`src/rtl/regfile_scoreboard_pkg.sv`:
```
// Shared constants, types and helpers for the register file with pending-write scoreboard.
package regfile_scoreboard_pkg;

  localparam int unsigned DEF_N        = 32;
  localparam int unsigned DEF_NUM_REGS = 32;
  localparam int unsigned DEF_PEND_W   = 2;
  localparam int unsigned X0           = 0;

  typedef logic [DEF_PEND_W-1:0] pend_t;

  // Address width for a register count; never narrower than one bit.
  function automatic int unsigned addr_w(input int unsigned regs);
    return (regs > 2) ? $clog2(regs) : 1;
  endfunction

endpackage

```
`src/rtl/regfile_pend_ctr.sv`:
```
// Per-register saturating up/down pending-write counter with max/zero detect.
module regfile_pend_ctr #(
  parameter int unsigned W = 2
) (
  input  logic         clk,
  input  logic         rst,
  input  logic         inc_i,
  input  logic         dec_i,
  output logic [W-1:0] cnt_o,
  output logic         max_o,
  output logic         zero_o
);

  logic [W-1:0] cnt_q, cnt_d;

  assign cnt_o  = cnt_q;
  assign max_o  = (cnt_q == '1);
  assign zero_o = (cnt_q == '0);

  // Simultaneous inc and dec cancel: the newer producer keeps the register busy.
  always_comb begin
    cnt_d = cnt_q;
    if (inc_i && !dec_i && !max_o)
      cnt_d = cnt_q + W'(1);
    else if (dec_i && !inc_i && !zero_o)
      cnt_d = cnt_q - W'(1);
  end

  always_ff @(posedge clk) begin
    if (rst) cnt_q <= '0;
    else     cnt_q <= cnt_d;
  end

endmodule

```
`src/rtl/regfile_scoreboard.sv`:
```
// 2R/1W register file (x0 hardwired to zero) with per-register pending-write scoreboard.
// Optional same-cycle write-to-read forwarding when REGFILE_BYPASS_EN is defined.
module regfile_scoreboard
  import regfile_scoreboard_pkg::*;
#(
  parameter  int unsigned N        = DEF_N,
  parameter  int unsigned NUM_REGS = DEF_NUM_REGS,
  parameter  int unsigned PEND_W   = DEF_PEND_W,
  localparam int unsigned ADDR_W   = addr_w(NUM_REGS)
) (
  input  logic              clk,
  input  logic              rst,
  input  logic [ADDR_W-1:0] ReadAddress1,
  input  logic [ADDR_W-1:0] ReadAddress2,
  output logic [N-1:0]      ReadData1,
  output logic [N-1:0]      ReadData2,
  output logic              ReadBusy1,
  output logic              ReadBusy2,
  input  logic              Reserve,
  input  logic [ADDR_W-1:0] ReserveAddress,
  output logic              ReserveReady,
  input  logic              RegWrite,
  input  logic [ADDR_W-1:0] WriteAddress,
  input  logic [N-1:0]      WriteData,
  output logic              Underflow
);

  localparam logic [ADDR_W-1:0] X0A = ADDR_W'(X0);

  logic [N-1:0]        regs_q [NUM_REGS];
  logic [PEND_W-1:0]   cnt    [NUM_REGS];
  logic [NUM_REGS-1:0] max_v, zero_v, inc_v, dec_v;
  logic                res_acc, wr_en, underflow_q;

  assign wr_en        = RegWrite && (WriteAddress != X0A);
  assign ReserveReady = (ReserveAddress == X0A) || !max_v[ReserveAddress] ||
                        (RegWrite && (WriteAddress == ReserveAddress));
  assign res_acc      = Reserve && ReserveReady && (ReserveAddress != X0A);
  assign Underflow    = underflow_q;

  assign cnt[0]    = '0;
  assign max_v[0]  = 1'b0;
  assign zero_v[0] = 1'b1;
  assign inc_v[0]  = 1'b0;
  assign dec_v[0]  = 1'b0;

  for (genvar r = 1; r < NUM_REGS; r++) begin : g_ctr
    assign inc_v[r] = res_acc && (ReserveAddress == ADDR_W'(r));
    assign dec_v[r] = wr_en && (WriteAddress == ADDR_W'(r)) && !zero_v[r];

    regfile_pend_ctr #(.W(PEND_W)) u_ctr (
      .clk    (clk),
      .rst    (rst),
      .inc_i  (inc_v[r]),
      .dec_i  (dec_v[r]),
      .cnt_o  (cnt[r]),
      .max_o  (max_v[r]),
      .zero_o (zero_v[r])
    );
  end

  always_ff @(posedge clk) begin
    if (rst) begin
      for (int unsigned i = 0; i < NUM_REGS; i++) regs_q[i] <= '0;
      underflow_q <= 1'b0;
    end else begin
      if (wr_en) regs_q[WriteAddress] <= WriteData;
      // A same-edge reservation of the target turns the write into a fresh producer, not an error.
      if (wr_en && zero_v[WriteAddress] &&
          !(res_acc && (ReserveAddress == WriteAddress)))
        underflow_q <= 1'b1;
    end
  end

`ifdef REGFILE_BYPASS_EN
  logic [NUM_REGS-1:0] post_busy;
  assign post_busy[0] = 1'b0;
  for (genvar r = 1; r < NUM_REGS; r++) begin : g_post
    assign post_busy[r] = inc_v[r] ||
                          (!zero_v[r] && !(dec_v[r] && (cnt[r] == PEND_W'(1))));
  end
`endif

  always_comb begin
    ReadData1 = '0;
    ReadBusy1 = 1'b0;
    if (ReadAddress1 != X0A) begin
      ReadData1 = regs_q[ReadAddress1];
      ReadBusy1 = !zero_v[ReadAddress1];
`ifdef REGFILE_BYPASS_EN
      if (RegWrite && (WriteAddress == ReadAddress1)) begin
        ReadData1 = WriteData;
        ReadBusy1 = post_busy[ReadAddress1];
      end
`endif
    end
  end

  always_comb begin
    ReadData2 = '0;
    ReadBusy2 = 1'b0;
    if (ReadAddress2 != X0A) begin
      ReadData2 = regs_q[ReadAddress2];
      ReadBusy2 = !zero_v[ReadAddress2];
`ifdef REGFILE_BYPASS_EN
      if (RegWrite && (WriteAddress == ReadAddress2)) begin
        ReadData2 = WriteData;
        ReadBusy2 = post_busy[ReadAddress2];
      end
`endif
    end
  end

endmodule

```
`config.mk`:
```
export PLATFORM = sky130hd
export DESIGN_NAME = regfile_scoreboard
export DESIGN_NICKNAME = d
export VERILOG_FILES = /design/src/rtl/regfile_scoreboard_pkg.sv /design/src/rtl/regfile_pend_ctr.sv /design/src/rtl/regfile_scoreboard.sv
export SDC_FILE = /design/constraint.sdc
export NUM_CORES = 2
export LEC_CHECK = 0
export BUFFER_PORTS_ARGS = -buffer_cell sky130_fd_sc_hd__buf_2
export CAP_MARGIN = 15
export CORE_ASPECT_RATIO = 1.5
export CORE_MARGIN = 10
export CORE_UTILIZATION = 38
export CTS_CLUSTER_SIZE = 24
export DETAILED_ROUTE_END_ITERATION = 8
export GPL_TIMING_DRIVEN = 0
export PLACE_DENSITY_LB_ADDON = 0.2
export SKIP_LAST_GASP = 1
export SLEW_MARGIN = 15
export SYNTH_ARGS = -nofsm -noshare
export SYNTH_HDL_FRONTEND = slang
export SYNTH_SLANG_ARGS = --single-unit
```
`constraint.sdc`:
```
create_clock -name clk -period 7.7 [get_ports clk]
set_clock_uncertainty 0.1 [all_clocks]
set_input_delay 1.155 -clock clk [delete_from_list [all_inputs] [get_ports clk]]
set_output_delay 1.155 -clock clk [all_outputs]
set_load 0.02 [all_outputs]
```
==> impl_metrics.env <==
export IMPL_cts_buffers=108
export IMPL_crit_fanout=10
export IMPL_grt_pass1_vias=40400
export IMPL_final_hold_violation_count=0
export IMPL_synth_top_family_by_area="multiplexers"
export IMPL_finalSetupViolations=0
export IMPL_core_area_um2=155000
export IMPL_min_from="Underflow"
export IMPL_synthAdderAreaFrac_pct=0
export IMPL_die_w_um=343
export IMPL_place_gp_congestion=0.895
export IMPL_muxShareOfSynthArea_pct=26.7
export IMPL_clk_path_buf_depth=3
export IMPL_min_period_over_period_pct=88.3
export IMPL_p_switching_mw=3.80
export IMPL_rows=177
export IMPL_min_period_ns=6.80
export IMPL_tightest_slew_ns=1.40
export IMPL_nNetsFinal=4311
export IMPL_port_buffer_count=111
export IMPL_max_cap_violations=0
export IMPL_syn_cell_area_um2=59300
export IMPL_cts_htree_levels=3
export IMPL_synthArstFlopShare_pct=0
export IMPL_cp_start_kind="input port"
export IMPL_vias=38700
export IMPL_swShare_pct=26.5
export IMPL_tns_ns=0
export IMPL_synth_simple_area_share_pct=14.1
export IMPL_status="finished, final reports clean"
export IMPL_area_growth_pct=12.4
export IMPL_startpoint="ReadAddress2[1]"
export IMPL_overflow=0
export IMPL_hold_path_class="reg -> reg"
export IMPL_ys_warn_count=0
export IMPL_dp_final_hpwl_um=162000
export IMPL_final_antenna_net_count=0
export IMPL_wl_per_cell_um=34.7
export IMPL_cts_resized=0
export IMPL_antenna_found_initial=23
export IMPL_reg2reg_from="g_ctr[4].u_ctr.cnt_o[0]"
export IMPL_clock_sinks=1087
export IMPL_die_h_um=504
export IMPL_r2r_slack_ns=4.54
export IMPL_internal_power_mw=10.6
export IMPL_yosys_area_share_xor_xnor_pct=0.0885
export IMPL_drive_above_1_share_pct=25.1
export IMPL_hold_buffers=0
export IMPL_yosys_top_cells_area="edfxtp_1 52%, mux4_2 25%, and2_1 8.8%, dfxtp_1 2.1%, clkbuf_1 2.1%"
export IMPL_synth_edff_count=1024
export IMPL_relSlewSlack_pct=6.56
export IMPL_synthCells=3984
export IMPL_synth_compound_area_share_pct=2.31
export IMPL_drcViolationCount=0
export IMPL_worstPathArrival_ns=5.55
export IMPL_synth_seq_cells=1087
export IMPL_ys_seq_area_share_pct=53.9
export IMPL_cts_root_buf="clkbuf_16"
export IMPL_maxSlewViolCount=0
export IMPL_p_per_area_nw_per_um2=215
export IMPL_dr_pass1_iters=7
export IMPL_grt_pass1_wl_um=306000
export IMPL_syn_avg_cell_area_um2=14.9
export IMPL_critPathRequiredTime_ns=6.44
export IMPL_cts_clk_slew_worst_paths_ns=0.06
export IMPL_synth_main_ff_cell="edfxtp_1"
export IMPL_power_frac_comb_pct=13.7
export IMPL_pwr_share_seq_pct=48.2
export IMPL_routed_via_density=6.04
export IMPL_fill_cells=14000
export IMPL_cts_tree="yes"
export IMPL_io_pins=124
export IMPL_grt_use_total_pct=25.3
export IMPL_place_area_um2=63100
export IMPL_peakVddDrop_uv=182
export IMPL_rsz0062_at_grt="no"
export IMPL_worstSetupPathType="in -> out"
export IMPL_yosysTopAreaCellShare_pct=51.8
export IMPL_floorplan_initialDensity_pct=38.2
export IMPL_post_cts_buffers=0
export IMPL_cp_end_kind="primary output"
export IMPL_fin_area_um2=66700
export IMPL_grt_max_degree=33
export IMPL_first_iter_violations=4618
export IMPL_post_synth_top_area_cell="edfxtp_1"
export IMPL_synthDistinctLibCells=51
export IMPL_clock_latency_ns=0.73
export IMPL_routed_wl_um=222000
export IMPL_p_leak_nw=22.6
export IMPL_p_clk_share_pct=38.2
export IMPL_hold_ws_ns=0.384
export IMPL_fmax_ghz=0.147
export IMPL_dieArea_um2=173000
## logic make-up after synthesis
logic type      count (synthesis)
xor+xnor                        6
flops                        1087
buf+inv                       449
mux                           743
other cells                     1
simple gates                 1473
compound gates                225
## critical path: stages
cell	delay, ns
clkbuf_1	0.89
buf_1	0.88
buf_1	1.02
mux4_2	0.44
mux4_2	0.52
mux2i_1	0.35
nor2_1	0.07
buf_2	0.19
## state kept, by name, summed over array words and instances (netlist names)
name               cells
regs_q              1024
g_ctr.u_ctr.cnt_o     62
Underflow              1
## stage by stage
step                      utilization [%]  power [mW]  cells  setup slack [ns]
final                                43.0        14.4   6414             0.900
after CTS                            42.9        14.4   6404              1.03
after global routing                 42.9        14.7   6406             0.964
after global placement               40.3        8.93   6184             0.424
after floorplan                         -        8.15   4015              2.85
after detailed placement             40.7        8.99   6202              1.06
## synthesized netlist by cell type (all sizes together) (37+ instances only)
cell type / n
edfxtp: 1024
and2: 837
mux4: 668
clkbuf: 337
and3: 168
nand2: 166
nor2: 147
buf: 73
o21ai: 69
dfxtp: 63
a21oi: 59
inv: 39
mux2i: 39
nor3: 37
## power by group through the flow
stage / sequential (mW) / combinational [mW] / clock (mW)
after floorplan: 6.98 / 1.17 / 0
after global placement: 7.03 / 1.90 / 0
after detailed placement: 7.04 / 1.94 / 0
after CTS: 6.92 / 1.95 / 5.50
after global routing: 6.95 / 2.03 / 5.71
final: 6.92 / 1.96 / 5.48
## cell usage in the layout (no fill, tap or decap), types with 12 or more instances in the layout
cell type  instances
buf_1             42
nor3b_1           12
mux4_2           668
clkinv_1          31
nand2_1          166
o21ai_0           69
a31oi_1           18
nand3_1           29
nor2b_1           17
edfxtp_1        1024
mux2_2            36
inv_1             39
nor3_1            32
nor2_1           144
and3_1           168
or2_2             12
clkbuf_16        111
clkinv_2          22
a21oi_1           57
clkbuf_2          24
dfxtp_1           63
o22ai_1           19
and2_1           837
mux2i_1           39
clkbuf_1         330
conb_1            32
or2_4             13
o31ai_1           19
buf_2            137
## final cells by class
class | instances | area [µm²] | area share, %
diodes | 9 | 22.5 | 0.0338
plain buffers | 410 | 1610 | 2.41
clock buffers | 124 | 2830 | 4.24
clock inverters | 78 | 683 | 1.02
inverters | 39 | 146 | 0.219
multi-input cells | 2479 | 25900 | 38.8
flip-flops and latches | 1087 | 32000 | 48.0
well taps | 2058 | 2570 | 3.86
repair buffers | 130 | 917 | 1.38
## metal layers
layer | vias up | part of all wire (%) | GRT usage [%]
met5 | - | 0.019 | 0
met4 | 8 | 5.3 | 12.7
met3 | 579 | 8.6 | 5.16
met2 | 2082 | 51 | 43.5
met1 | 20100 | 35 | 29.8
li1 | 15900 | - | -
## worst paths after layout
| path | to | cells past startpoint |
|---|---|---|
| min | Underflow | 2 |
| max | ReadData2[29] | 8 |
| max reg2reg | g_ctr[6].u_ctr.cnt_o[0] | 9 |
| min reg2reg | Underflow | 2 |
Note: power is estimated with default switching activity, not from simulation.
